$ cat src/rtl/snake_engine.sv
// snake_engine: grid-based snake movement core.
// A move request walks IDLE -> CALC -> SCAN -> COMMIT. The self-collision
// scan is serial, one segment per cycle. A renderer lookup port is answered
// by a parallel compare over the live segments. Any wall or body collision
// parks the engine in DEAD until reset.
module snake_engine #(
  parameter int GRID_W  = 40,
  parameter int GRID_H  = 30,
  parameter int MAX_LEN = 16,
  parameter int START_X = 20,
  parameter int START_Y = 15
) (
  input  logic       clk,
  input  logic       reset_n,
  input  logic       game_tick,
  input  logic [1:0] dir_in,
  input  logic [5:0] food_x,
  input  logic [4:0] food_y,
  input  logic [5:0] query_x,
  input  logic [4:0] query_y,
  output logic [5:0] head_x,
  output logic [4:0] head_y,
  output logic [6:0] length,
  output logic       query_hit,
  output logic       ate,
  output logic       move_done,
  output logic       game_over
);

  localparam int         IW          = (MAX_LEN > 1) ? $clog2(MAX_LEN) : 1;
  localparam logic [6:0] LP_GRID_W   = 7'(GRID_W);
  localparam logic [6:0] LP_GRID_H   = 7'(GRID_H);
  localparam logic [6:0] LP_MAX_LEN  = 7'(MAX_LEN);

  localparam logic [1:0] DIR_UP    = 2'd0;
  localparam logic [1:0] DIR_RIGHT = 2'd1;
  localparam logic [1:0] DIR_DOWN  = 2'd2;
  localparam logic [1:0] DIR_LEFT  = 2'd3;

  typedef enum logic [2:0] {
    ST_IDLE   = 3'd0,
    ST_CALC   = 3'd1,
    ST_SCAN   = 3'd2,
    ST_COMMIT = 3'd3,
    ST_DEAD   = 3'd4
  } state_t;

  state_t     r_state;
  state_t     w_state_next;

  logic [5:0] r_seg_x [0:MAX_LEN-1];
  logic [4:0] r_seg_y [0:MAX_LEN-1];
  logic [6:0] r_len;
  logic [1:0] r_dir;

  // Move context captured in CALC and consumed by SCAN/COMMIT.
  logic [5:0] r_nx;
  logic [4:0] r_ny;
  logic       r_wall;
  logic       r_grow;
  logic       r_food;
  logic [6:0] r_idx;
  logic [6:0] r_last;

  logic       r_move_done;
  logic       r_ate;
  logic       r_game_over;
  logic       r_query_hit;

  logic [5:0] w_nx;
  logic [4:0] w_ny;
  logic       w_wall;
  logic       w_food;
  logic       w_grow;
  logic       w_scan_match;
  logic       w_query_hit;
  logic [1:0] w_dir_reverse;

  assign w_dir_reverse = r_dir ^ 2'b10;

  // Next-head arithmetic from the current head and direction; wall_hit flags leaving the grid.
  always_comb begin
    w_nx   = r_seg_x[0];
    w_ny   = r_seg_y[0];
    w_wall = 1'b0;
    case (r_dir)
      DIR_UP: begin
        if (r_seg_y[0] == 5'd0) begin
          w_wall = 1'b1;
        end else begin
          w_ny = r_seg_y[0] - 5'd1;
        end
      end
      DIR_RIGHT: begin
        if (({1'b0, r_seg_x[0]} + 7'd1) >= LP_GRID_W) begin
          w_wall = 1'b1;
        end else begin
          w_nx = r_seg_x[0] + 6'd1;
        end
      end
      DIR_DOWN: begin
        if (({2'b00, r_seg_y[0]} + 7'd1) >= LP_GRID_H) begin
          w_wall = 1'b1;
        end else begin
          w_ny = r_seg_y[0] + 5'd1;
        end
      end
      DIR_LEFT: begin
        if (r_seg_x[0] == 6'd0) begin
          w_wall = 1'b1;
        end else begin
          w_nx = r_seg_x[0] - 6'd1;
        end
      end
      default: begin
        w_wall = 1'b0;
      end
    endcase
    w_food = (w_nx == food_x) && (w_ny == food_y);
    w_grow = w_food && (r_len < LP_MAX_LEN);
  end

  // The serial scan compares the latched next head with one segment per cycle.
  assign w_scan_match = (r_seg_x[r_idx[IW-1:0]] == r_nx) &&
                        (r_seg_y[r_idx[IW-1:0]] == r_ny);

  // Renderer lookup: compare the query cell against every live segment at once.
  always_comb begin
    w_query_hit = 1'b0;
    for (int i = 0; i < MAX_LEN; i++) begin
      w_query_hit = w_query_hit |
                    ((7'(i) < r_len) && (r_seg_x[i] == query_x) && (r_seg_y[i] == query_y));
    end
  end

  // FSM state register.
  always_ff @(posedge clk or negedge reset_n) begin
    if (!reset_n) begin
      r_state <= ST_IDLE;
    end else begin
      r_state <= w_state_next;
    end
  end

  // FSM next-state logic; ticks outside IDLE are simply not looked at.
  always_comb begin
    w_state_next = r_state;
    case (r_state)
      ST_IDLE: begin
        if (game_tick) begin
          w_state_next = ST_CALC;
        end else begin
          w_state_next = ST_IDLE;
        end
      end
      ST_CALC: begin
        w_state_next = ST_SCAN;
      end
      ST_SCAN: begin
        if (r_wall || w_scan_match) begin
          w_state_next = ST_DEAD;
        end else if (r_idx == r_last) begin
          w_state_next = ST_COMMIT;
        end else begin
          w_state_next = ST_SCAN;
        end
      end
      ST_COMMIT: begin
        w_state_next = ST_IDLE;
      end
      ST_DEAD: begin
        w_state_next = ST_DEAD;
      end
      default: begin
        w_state_next = ST_IDLE;
      end
    endcase
  end

  // Body, length, direction and move-context datapath.
  always_ff @(posedge clk or negedge reset_n) begin
    if (!reset_n) begin
      for (int i = 0; i < MAX_LEN; i++) begin
        if (i < 3) begin
          r_seg_x[i] <= 6'(START_X - i);
          r_seg_y[i] <= 5'(START_Y);
        end else begin
          r_seg_x[i] <= 6'd0;
          r_seg_y[i] <= 5'd0;
        end
      end
      r_len  <= 7'd3;
      r_dir  <= DIR_RIGHT;
      r_nx   <= 6'd0;
      r_ny   <= 5'd0;
      r_wall <= 1'b0;
      r_grow <= 1'b0;
      r_food <= 1'b0;
      r_idx  <= 7'd0;
      r_last <= 7'd0;
    end else begin
      case (r_state)
        ST_IDLE: begin
          // A reversal request would fold the snake onto its neck, so it is discarded.
          if (game_tick && (dir_in != w_dir_reverse)) begin
            r_dir <= dir_in;
          end
        end
        ST_CALC: begin
          r_nx   <= w_nx;
          r_ny   <= w_ny;
          r_wall <= w_wall;
          r_grow <= w_grow;
          r_food <= w_food;
          r_idx  <= 7'd0;
          // Without growth the tail cell vacates during this move, so it is not scanned.
          r_last <= w_grow ? (r_len - 7'd1) : (r_len - 7'd2);
        end
        ST_SCAN: begin
          r_idx <= r_idx + 7'd1;
        end
        ST_COMMIT: begin
          for (int i = 1; i < MAX_LEN; i++) begin
            r_seg_x[i] <= r_seg_x[i-1];
            r_seg_y[i] <= r_seg_y[i-1];
          end
          r_seg_x[0] <= r_nx;
          r_seg_y[0] <= r_ny;
          if (r_grow) begin
            r_len <= r_len + 7'd1;
          end
        end
        default: begin
          r_len <= r_len;
        end
      endcase
    end
  end

  // Status pulses, the sticky collision flag and the registered lookup result.
  always_ff @(posedge clk or negedge reset_n) begin
    if (!reset_n) begin
      r_move_done <= 1'b0;
      r_ate       <= 1'b0;
      r_game_over <= 1'b0;
      r_query_hit <= 1'b0;
    end else begin
      r_move_done <= (r_state == ST_COMMIT);
      r_ate       <= (r_state == ST_COMMIT) && r_food;
      r_game_over <= r_game_over | (w_state_next == ST_DEAD);
      r_query_hit <= w_query_hit;
    end
  end

  assign head_x    = r_seg_x[0];
  assign head_y    = r_seg_y[0];
  assign length    = r_len;
  assign query_hit = r_query_hit;
  assign ate       = r_ate;
  assign move_done = r_move_done;
  assign game_over = r_game_over;

endmodule

$ cat config.mk
export PLATFORM = sky130hd
export DESIGN_NAME = snake_engine
export DESIGN_NICKNAME = d
export VERILOG_FILES = /design/src/rtl/snake_engine.sv
export SDC_FILE = /design/constraint.sdc
export NUM_CORES = 1
export LEC_CHECK = 0
export BUFFER_PORTS_ARGS = -buffer_cell sky130_fd_sc_hd__buf_2
export CAP_MARGIN = 10
export CORE_MARGIN = 10
export CORE_UTILIZATION = 40
export CTS_CLUSTER_SIZE = 40
export DETAILED_ROUTE_END_ITERATION = 10
export REMOVE_ABC_BUFFERS = 1
export SETUP_SLACK_MARGIN = 0.5
export SYNTH_ARGS = -nofsm -noshare
export SYNTH_HDL_FRONTEND = slang
export SYNTH_SLANG_ARGS = --single-unit
$ cat constraint.sdc
create_clock -name clk -period 2.9 [get_ports clk]
set_input_delay 0.435 -clock clk [delete_from_list [all_inputs] [get_ports clk]]
set_output_delay 0.435 -clock clk [all_outputs]
set_load 0.02 [all_outputs]
==> results.yml, run 1 <==
status:
  outcome: "complete, no violations"
timing:
  final_max_slew_viol_count: 0
  slew_headroom: 0.3928
  fin_crit_sh: 0.9974
  hold_violations: 0
  finalClockSkew_ns: 0.008361
  worstMarginPinSlew_ns: 0.9108
  rsz0062_at_grt: "true"
  finalSetupTns_ns: 0
  setup_violations: 0
  worst_slack_ns: 0.007496
  fmax_mhz: 345.7
  period_minus_slack_ns: 2.893
pwr:
  max-vdd-ir-drop_mv: 0.5422
  p_total_mw: 12.47
  p_per_area_nw_per_um2: 770.6
  leakagePower_nw: 7.722
critical_path:
  crit_type: "reg2reg"
  cp_max_fo: 7
  start_kind: "register"
  end_kind: "register"
  timing.rr.start: "head_y[1]$_DFFE_PN1P_"
  cp_data_arrival_time_ns: 3.34
  reg2reg_to: "r_last[1]$_DFFE_PN0P_"
  reg2reg_setup_slack_ns: 0.007
  cp.required_ns: 3.35
  rr_worst_depth: 12
yosys:
  synth_area_leaders: "dfrtp_1 37%, nand2_1 15%, xnor2_1 8.3%, mux4_2 7.9%, xor2_1 5.9%"
  syn_inst: 1499
  synth_area_leader_cell: "dfrtp_1"
  ys_async_sr_fraction: 1.000
  synth_seq_cells: 220
  synth.avg_cell_area_um2: 8.938
  yosysSeqAreaShare: 0.4130
  synth_ff_type: "dfrtp_1"
  ys_warn_count: 0
  synthDistinctLibCells: 74
  synth_top_cell_area_share: 0.3698
  synth-edff-count: 0
  synth_area_um2: 13400
worst_hold_path:
  min_from: "dir_in[0]"
  holdPathStages: 3
  min_path_type: "in2reg"
  worstHoldEndpoint: "r_dir[0]$_DFFE_PN1P_"
route:
  postRouteAntennaNets: 0
  first_pass_iters: 5
  routed-via-count: 11090
  drt-total-wl_um: 40350
  first_iter_violations: 1082
  routedWlPerCell_um: 19.49
  viasPerCell: 5.357
  drc_errors: 0
floorplanning:
  start_util: 0.4087
  coreArea_um2: 32780
  dieArea_um2: 41220
  dieHeight_um: 203.0
  die_w_um: 203.0
  io_pins: 49
  fp-row-count: 66
global_route:
  grt_max_degree: 178
  antenna_found_initial: 3
  grtUsageTotal: 0.1917
  grt_pass1_wl_um: 63550
  grt_pass1_vias: 11060
  grt_overflow: 0
place:
  portBuffers: 48
  place_hpwl_um: 28700
  place_congestion: 0.9174
  dpl_worst_slack_ns: -0.09775
  post_dp_cell_area_um2: 14780
layout:
  drive_above_1_share: 0.2273
  fillers: 3132
  finalInstanceArea_um2: 16180
  final_util: 0.4936
  area_delta_synth_final_pct: 20.79
  num-nets-final: 1652
  antenna_cells: 0
clock_network:
  cts_buffers: 25
  clockRootBuffer: "clkbuf_16"
  clk_pin_slew_ns: 0.06
  htree_levels: 1
  clock_sinks: 220
  clock_latency_ns: 0.53
  clock_path_buffers: 3
  cts_tree: "done"
job:
  maxCapViolations: 0
-- Yosys cell counts (4+ instances only) --
cell type,instances
a221oi_1,8
nor4_1,27
a22o_1,8
a21oi_1,18
clkbuf_1,74
nor2_1,22
buf_2,13
mux2i_1,5
xnor2_1,127
a211oi_1,6
nand2_1,548
nor3_1,15
nand3_1,27
o21ai_0,38
xor2_1,90
nand2b_1,8
and3_1,6
a311oi_1,4
buf_4,13
buf_1,10
dfrtp_1,198
o21a_1,4
nor2b_1,12
or3_1,5
inv_1,20
nand4_1,28
ha_1,15
and2_1,5
dfstp_2,22
mux4_2,47
-- layer usage --
| layer | global-route usage | vias up | wire [um] |
|---|---|---|---|
| li1 | - | 5236 | - |
| met1 | 0.2587 | 5441 | 17700 |
| met2 | 0.3092 | 335 | 19020 |
| met3 | 0.03248 | 74 | 2346 |
| met4 | 0.05675 | 4 | 1261 |
| met5 | 0 | - | 25 |
-- cells in the final DEF, fill, tap and decap left out, types with 7 or more instances in the layout --
master,n
buf_6,10
buf_12,11
dfrtp_1,195
nand3_1,26
buf_4,123
xor2_1,89
mux4_2,47
a221oi_2,8
nand2b_1,7
nand4_1,28
inv_1,19
nor4_1,25
clkbuf_16,25
buf_2,47
a21oi_1,14
ha_1,10
xnor2_1,122
o21ai_0,32
nor2b_1,11
dfstp_2,21
nor2_1,20
o21ai_1,7
a22o_1,8
nand2_1,547
nor3_1,14
-- worst max-delay path, cell delays in order, from the launching register on --
cell,delay [ns]
dfstp_2,0.55
inv_1,0.08
buf_4,0.14
ha_1,0.21
o22ai_4,0.15
a211oi_4,0.07
buf_4,0.14
a221o_1,0.33
o22ai_2,0.19
a32o_2,0.27
nand4_4,0.22
mux2_4,0.35
o21ai_2,0.10
-- cells by family (layout without fill, tap and decap cells) --
group	count (synthesis)	after routing	share of synthesized area
AOI/OAI and AO/OA	136	136	0.06986
xor gates and xnor gates	217	217	0.1419
adders and majority gates	16	16	0.01476
buffers and inverters	133	262	0.04324
DFF	220	220	0.4130
muxes	55	55	0.08526
and+or+nand+nor	722	722	0.2321
-- power by group --
group          switching, mW  internal (mW)
clock                   1.30           1.83
sequential             0.499           3.50
combinational           2.84           2.51
total                   4.64           7.83
-- layout make-up --
| class | count | area, um^2 | share of cell area |
|---|---|---|---|
| multi-input cells | 1146 | 7626 | 0.4712 |
| flip-flops and latches | 220 | 5540 | 0.3424 |
| repair buffers | 196 | 1574 | 0.09726 |
| clock buffers | 36 | 726.9 | 0.04492 |
| well taps | 442 | 553.0 | 0.03417 |
| inverters | 21 | 83.83 | 0.005180 |
| clock inverters | 9 | 78.83 | 0.004871 |
-- repair_timing --
action / in CTS / in global routing
gates resized for setup: 56 / 28
hold endpoints to repair: 74 / 0
setup buffers: 19 / 5
setup endpoints to repair: 14 / 16
hold buffers: 1 / 0
pin swaps: 14 / 6
-- worst max path at each step --
stage | from | end | slack, ns
after floorplan | r_state[1]$_DFF_PN0_ | length[6]$_DFFE_PN0P_ | -3.65
after global placement | head_y[0]$_DFFE_PN1P_ | r_last[1]$_DFFE_PN0P_ | -0.04
after detailed placement | head_y[0]$_DFFE_PN1P_ | r_last[1]$_DFFE_PN0P_ | -0.1
after CTS | head_x[0]$_DFFE_PN0P_ | r_last[1]$_DFFE_PN0P_ | 0.03
after global routing | r_dir[0]$_DFFE_PN1P_ | r_last[1]$_DFFE_PN0P_ | -0.12
final | head_y[1]$_DFFE_PN1P_ | r_last[1]$_DFFE_PN0P_ | 0.007
-- state kept, by name, summed over array words and instances (netlist names) --
register / flops
head_y: 5
length: 7
r_last: 7
r_wall: 1
game_over: 1
r_seg_x: 90
query_hit: 1
r_ny: 5
r_seg_y: 75
r_dir: 2
ate: 1
r_idx: 7
r_nx: 6
r_food: 1
r_state: 3
head_x: 6
r_grow: 1
move_done: 1
-- stage by stage --
stage | hold WS (ns) | cells
after floorplan | 0.1394 | 1387
after global placement | 0.4684 | 2000
after detailed placement | 0.4676 | 2000
after CTS | 0.1521 | 2065
after global routing | 0.1813 | 2070
final | 0.1662 | 2070
Note: power is estimated with default switching activity, not from simulation.
==> run 2, diff against run 1 <==
==> constraint.sdc (replaced) <==
create_clock -name clk -period 2.9 [get_ports clk]
set_input_delay 0.145 -clock clk [delete_from_list [all_inputs] [get_ports clk]]
set_output_delay 0.145 -clock clk [all_outputs]
set_load 0.02 [all_outputs]
==> run 2 against run 1 <==
- total power up 0.10%
- sequential power about the same
- critical path depth unchanged
- routed wire length down 1.5%
- sequential cell count unchanged
- first-iteration DRC count down 1.6%
- hold slack worse by 0.13 ns
- critical endpoint is now r_last[2]$_DFFE_PN0P_
- fmax up 2.0%
- highest routed layer unchanged
- count of clock-buffer cells in the layout up 9
- global-route usage down 0.21 points
- register-to-register slack better by 0.06 ns
==> results.yml, run 2 (synthesis gave the netlist of run 1 again) <==
global_route:
  grt_overflow: 0
  grt_pass1_vias: 10890
  grt_pass1_wl_um: 62860
  antenna_found_initial: 1
  grt_max_degree: 178
  grtUsageTotal: 0.1896
timing:
  final_max_slew_viol_count: 0
  rsz0062_at_grt: "true"
  finalClockSkew_ns: 0.01252
  finalSetupTns_ns: 0
  hold_violations: 0
  fin_crit_sh: 0.9783
  setup_violations: 0
  worstMarginPinSlew_ns: 1.057
  fmax_mhz: 352.5
  slew_headroom: 0.2953
  period_minus_slack_ns: 2.837
  worst_slack_ns: 0.06283
floorplanning:
  io_pins: 49
  dieHeight_um: 203.0
  dieArea_um2: 41220
  start_util: 0.4087
  fp-row-count: 66
  coreArea_um2: 32780
  die_w_um: 203.0
layout:
  antenna_cells: 0
  final_common_cell: "nand2_1"
  regMostFlops: "r_seg_x"
  instances_no_fill: 2066
  drive_above_1_share: 0.2192
  largest_register_ffs: 90
  num-nets-final: 1646
  reg_top3: "r_seg_x (90), r_seg_y (75)"
  final_cell_mix: "547 x nand2_1, 195 x dfrtp_1, 122 x xnor2_1"
  fillers: 3129
  final_util: 0.4932
  area_delta_synth_final_pct: 20.69
critical_path:
  path_buf_inv: 2
  crit_type: "reg2reg"
  cpLargestDelayFamily: "simple AND/OR/NAND/NOR gates"
  end_kind: "register"
  critical-path-slowest-cell: "dfrtp_1"
  cp_data_arrival_time_ns: 3.30
  cp_max_fo: 7
  crit_chain: "buf_4 -> ha_2 -> and4b_1 -> a221o_1 -> nand3_1 -> xnor2_2 -> xnor2_2 -> nor4_4 -> buf_4 -> nand4_4 -> mux2_4 -> o21ai_2"
  start_kind: "register"
  worst_path_largest_cell_delay_ns: 0.42
  cp.required_ns: 3.36
clock_network:
  clockRootBuffer: "clkbuf_16"
  htree_levels: 1
  cts_tree: "done"
  clock_sinks: 220
  cts_buffers: 26
  clock_latency_ns: 0.53
  clk_pin_slew_ns: 0.06
  clock_path_buffers: 3
place:
  place_inst: 1995
  portBuffers: 48
  dpl_worst_slack_ns: -0.03371
  place_hpwl_um: 27980
  place_congestion: 0.8914
route:
  routedWlPerCell_um: 19.24
  postRouteAntennaNets: 0
  first_pass_iters: 5
  drc_errors: 0
  drt-total-wl_um: 39750
  first_iter_violations: 1065
  viasPerCell: 5.313
  routed-via-count: 10980
status:
  outcome: "complete, no violations"
job:
  maxCapViolations: 0
pwr:
  max-vdd-ir-drop_mv: 0.4178
  p_total_mw: 12.48
  p_per_area_nw_per_um2: 772.0
  leakagePower_nw: 7.696
worst_hold_path:
  min_path_type: "in2reg"
-- run 2: power breakdown --
| group | internal [mW] | switching (mW) |
|---|---|---|
| registers | 3.49 | 0.478 |
| clock network | 1.91 | 1.28 |
| logic | 2.48 | 2.83 |
-- run 2: layout make-up --
| type | instances | area [um^2] | share of cell area |
|---|---|---|---|
| timing repair buffer | 189 | 1523 | 0.09417 |
| clock inverter | 3 | 15.01 | 0.0009285 |
| clock buffer | 45 | 823.3 | 0.05091 |
| inverter | 21 | 83.83 | 0.005184 |
| multi-input combinational | 1146 | 7636 | 0.4722 |
| sequential | 220 | 5537 | 0.3424 |
| tap | 442 | 553.0 | 0.03420 |
-- run 2: worst paths after layout --
path	from	end	slack (ns)	cells past startpoint
setup reg to reg	head_x[0]$_DFFE_PN0P_	r_last[2]$_DFFE_PN0P_	0.06	12
setup / recovery	head_x[0]$_DFFE_PN0P_	r_last[2]$_DFFE_PN0P_	0.06	12
max in group asynchronous	reset_n	r_seg_x[79]$_DFFE_PN1P_	1.81	3
hold reg to reg	r_seg_y[72]$_DFFE_PN1P_	r_seg_y[67]$_DFFE_PN1P_	0.48	2
hold / removal	food_x[1]	r_food$_DFFE_PN0P_	0.04	4
min in group asynchronous	reset_n	r_seg_x[0]$_DFFE_PN0P_	0.26	2
-- run 2: metal layers --
layer / vias to the layer above / track usage / share of wire
met4: 2 / 0.06182 / 0.033
met2: 307 / 0.2995 / 0.46
met1: 5384 / 0.2602 / 0.45
li1: 5216 / - / -
met5: - / 0 / 0.00033
met3: 68 / 0.03041 / 0.054
-- run 2: what timing repair did --
item	4_1_cts	5_1_grt
resized for setup	45	23
endpoints found under the hold margin	87	0
hold buffers	3	0
pin swaps	17	16
gates cloned	0	1
setup endpoints to repair	14	14
setup buffers	13	6
-- run 2: per-stage QoR --
stage / hold WS, ns / instance area [um^2]
finish: 0.03725 / 16170
global route: 0.05497 / 16170
CTS: 0.009337 / 15980
detailed placement: 0.2539 / 14740
global placement: 0.2586 / 14740
floorplan: -0.1506 / 12900
-- run 2: tightest hold or removal path: cells and delay by family --
kind,cells,cell delay [ns]
AO/OA/AOI/OAI,1,0.06
XOR/XNOR,1,0.11
buffers and inverters,1,0.12
AND/OR/NAND/NOR,1,0.10
==> run 3, diff against run 2 <==
--- a/config.mk
+++ b/config.mk
@@ -8,9 +8,10 @@
 export BUFFER_PORTS_ARGS = -buffer_cell sky130_fd_sc_hd__buf_2
 export CAP_MARGIN = 10
 export CORE_MARGIN = 10
-export CORE_UTILIZATION = 40
+export CORE_UTILIZATION = 50
 export CTS_CLUSTER_SIZE = 40
 export DETAILED_ROUTE_END_ITERATION = 10
+export PLACE_DENSITY = 0.69
 export REMOVE_ABC_BUFFERS = 1
 export SETUP_SLACK_MARGIN = 0.5
 export SYNTH_ARGS = -nofsm -noshare
==> run 3 against run 2 <==
- die area down 18%
- total power down 0.50%
- critical path depth unchanged
- count of clock-buffer cells in the layout decreased by 9
- routed wire length shrank 2.6%
- final cell count shrank 6.1%
- core utilization grew 11 points
- critical path type unchanged
- largest power group unchanged
==> results.yml, run 3 (synthesis gave the netlist of run 1 again) <==
status:
  outcome: "complete, no violations"
clock_network:
  clockRootBuffer: "clkbuf_16"
  clock_sinks: 220
  cts_buffers: 26
  clock_path_buffers: 3
  clock_latency_ns: 0.53
  clk_pin_slew_ns: 0.06
  cts_tree: "done"
  htree_levels: 1
floorplanning:
  dieArea_um2: 33740
  start_util: 0.5112
  dieHeight_um: 183.7
  die_w_um: 183.7
  coreArea_um2: 26210
  io_pins: 49
  fp-row-count: 59
timing:
  fin_crit_sh: 0.9976
  final_max_slew_viol_count: 0
  fmax_mhz: 345.7
  slew_headroom: 0.4038
  finalClockSkew_ns: 0.006661
  period_minus_slack_ns: 2.893
  rsz0062_at_grt: "true"
  setup_violations: 0
  hold_violations: 0
  whs_ns: 0.04794
  worstMarginPinSlew_ns: 0.8943
layout:
  final_cell_mix: "547 x nand2_1, 196 x dfrtp_1, 123 x xnor2_1"
  final_util: 0.6030
  regMostFlops: "r_seg_x"
  area_delta_synth_final_pct: 17.94
  fillers: 2196
  finalInstanceArea_um2: 15800
  largest_register_ffs: 90
  final_common_cell: "nand2_1"
  num-nets-final: 1627
  drive_above_1_share: 0.2020
  reg_top3: "r_seg_x (90), r_seg_y (75)"
pwr:
  p_total_mw: 12.42
  leakagePower_nw: 7.597
  max-vdd-ir-drop_mv: 0.4351
  p_per_area_nw_per_um2: 786.1
route:
  routedWlPerCell_um: 19.96
  routed-via-count: 11180
  drc_errors: 0
  first_pass_iters: 7
  drt-total-wl_um: 38730
  postRouteAntennaNets: 0
  first_iter_violations: 1266
  viasPerCell: 5.762
worst_hold_path:
  min_path_type: "in2reg"
place:
  portBuffers: 48
  post_dp_cell_area_um2: 14500
  place_hpwl_um: 27160
  place_congestion: 0.9213
critical_path:
  start_kind: "register"
  cp.required_ns: 3.35
  cp_max_fo: 6
  crit_type: "reg2reg"
  cp_data_arrival_time_ns: 3.35
  end_kind: "register"
global_route:
  grt_pass1_vias: 10990
  grt_overflow: 0
  antenna_found_initial: 1
  grt_max_degree: 178
  grtUsageTotal: 0.2271
  grt_pass1_wl_um: 61540
job:
  maxCapViolations: 0
==> run 3: cell count changes in the layout (fill, tap and decap cells not counted), sizes merged <==
cell      previous run  this run
clkinvlp             0         3
clkbuf              46        36
clkinv               3         4
buf                185       167
bufinv               0         4
diode                0         1
==> run 3: area by class of cell <==
cell class	count	area, um^2	share of cell area
clock buffers	36	749.5	0.04743
inverters	21	83.83	0.005305
diodes	1	2.502	0.0001584
clock inverters	11	162.7	0.01029
repair buffers	170	1345	0.08512
multi-input cells	1146	7503	0.4749
flip-flops and latches	220	5535	0.3503
well taps	335	419.2	0.02653
==> run 3: metrics by stage <==
| stage | TNS [ns] | cells | setup slack [ns] |
|---|---|---|---|
| after global routing | -0.9093 | 1940 | -0.1511 |
| after floorplan | -551.19 | 1387 | -3.653 |
| after CTS | 0 | 1938 | 0.003179 |
| final | 0 | 1940 | 0.007053 |
| after global placement | -0.07761 | 1877 | -0.04662 |
| after detailed placement | -0.2407 | 1877 | -0.1063 |
==> run 3: worst paths after layout <==
| check | cells past startpoint | startpoint | end | slack, ns |
|---|---|---|---|---|
| max in group asynchronous | 3 | reset_n | r_seg_y[21]$_DFFE_PN0P_ | 1.73 |
| worst max register to register | 12 | r_idx[0]$_DFFE_PN0P_ | r_state[0]$_DFF_PN0_ | 0.007 |
| min in group asynchronous | 2 | reset_n | r_idx[5]$_DFFE_PN0P_ | 0.22 |
| worst max-delay path | 12 | r_idx[0]$_DFFE_PN0P_ | r_state[0]$_DFF_PN0_ | 0.007 |
| worst min-delay path | 4 | food_x[1] | r_food$_DFFE_PN0P_ | 0.05 |
| worst min register to register | 2 | r_seg_y[72]$_DFFE_PN1P_ | r_seg_y[67]$_DFFE_PN1P_ | 0.48 |
==> run 3: critical path, cell delays in order, from the launching register on <==
cell and delay [ns]:
dfrtp_2 0.40, buf_12 0.15, buf_4 0.11, mux4_2 0.50, a22o_1 0.24, a221oi_1 0.23
buf_4 0.17, xnor2_1 0.24, nor4_2 0.07, buf_4 0.15, a41o_4 0.27, nand2b_4 0.15
o21bai_1 0.14
==> run 3: timing repair <==
action                                  CTS  global route
gates resized for setup                  36            10
hold endpoints to repair                 77             0
hold buffers                              3             0
pin swaps                                12             7
buffers inserted                         10             1
endpoints found under the setup margin   14            14
gates cloned                              1             0
==> run 3: power breakdown <==
part / internal [mW] / switching (mW) / total, mW / leakage (nW)
sequential: 3.49 / 0.482 / 3.98 / 2.95
combinational: 2.28 / 2.69 / 4.97 / 4.21
clock: 2.15 / 1.33 / 3.48 / 0.440
==> run 3: per-layer routing <==
layer | share of wire | GRT usage | vias to the layer above
li1 | - | - | 5184
met1 | 0.43 | 0.3043 | 5415
met2 | 0.47 | 0.3637 | 493
met4 | 0.037 | 0.09145 | 0
met5 | 0 | 0 | -
met3 | 0.071 | 0.03241 | 86
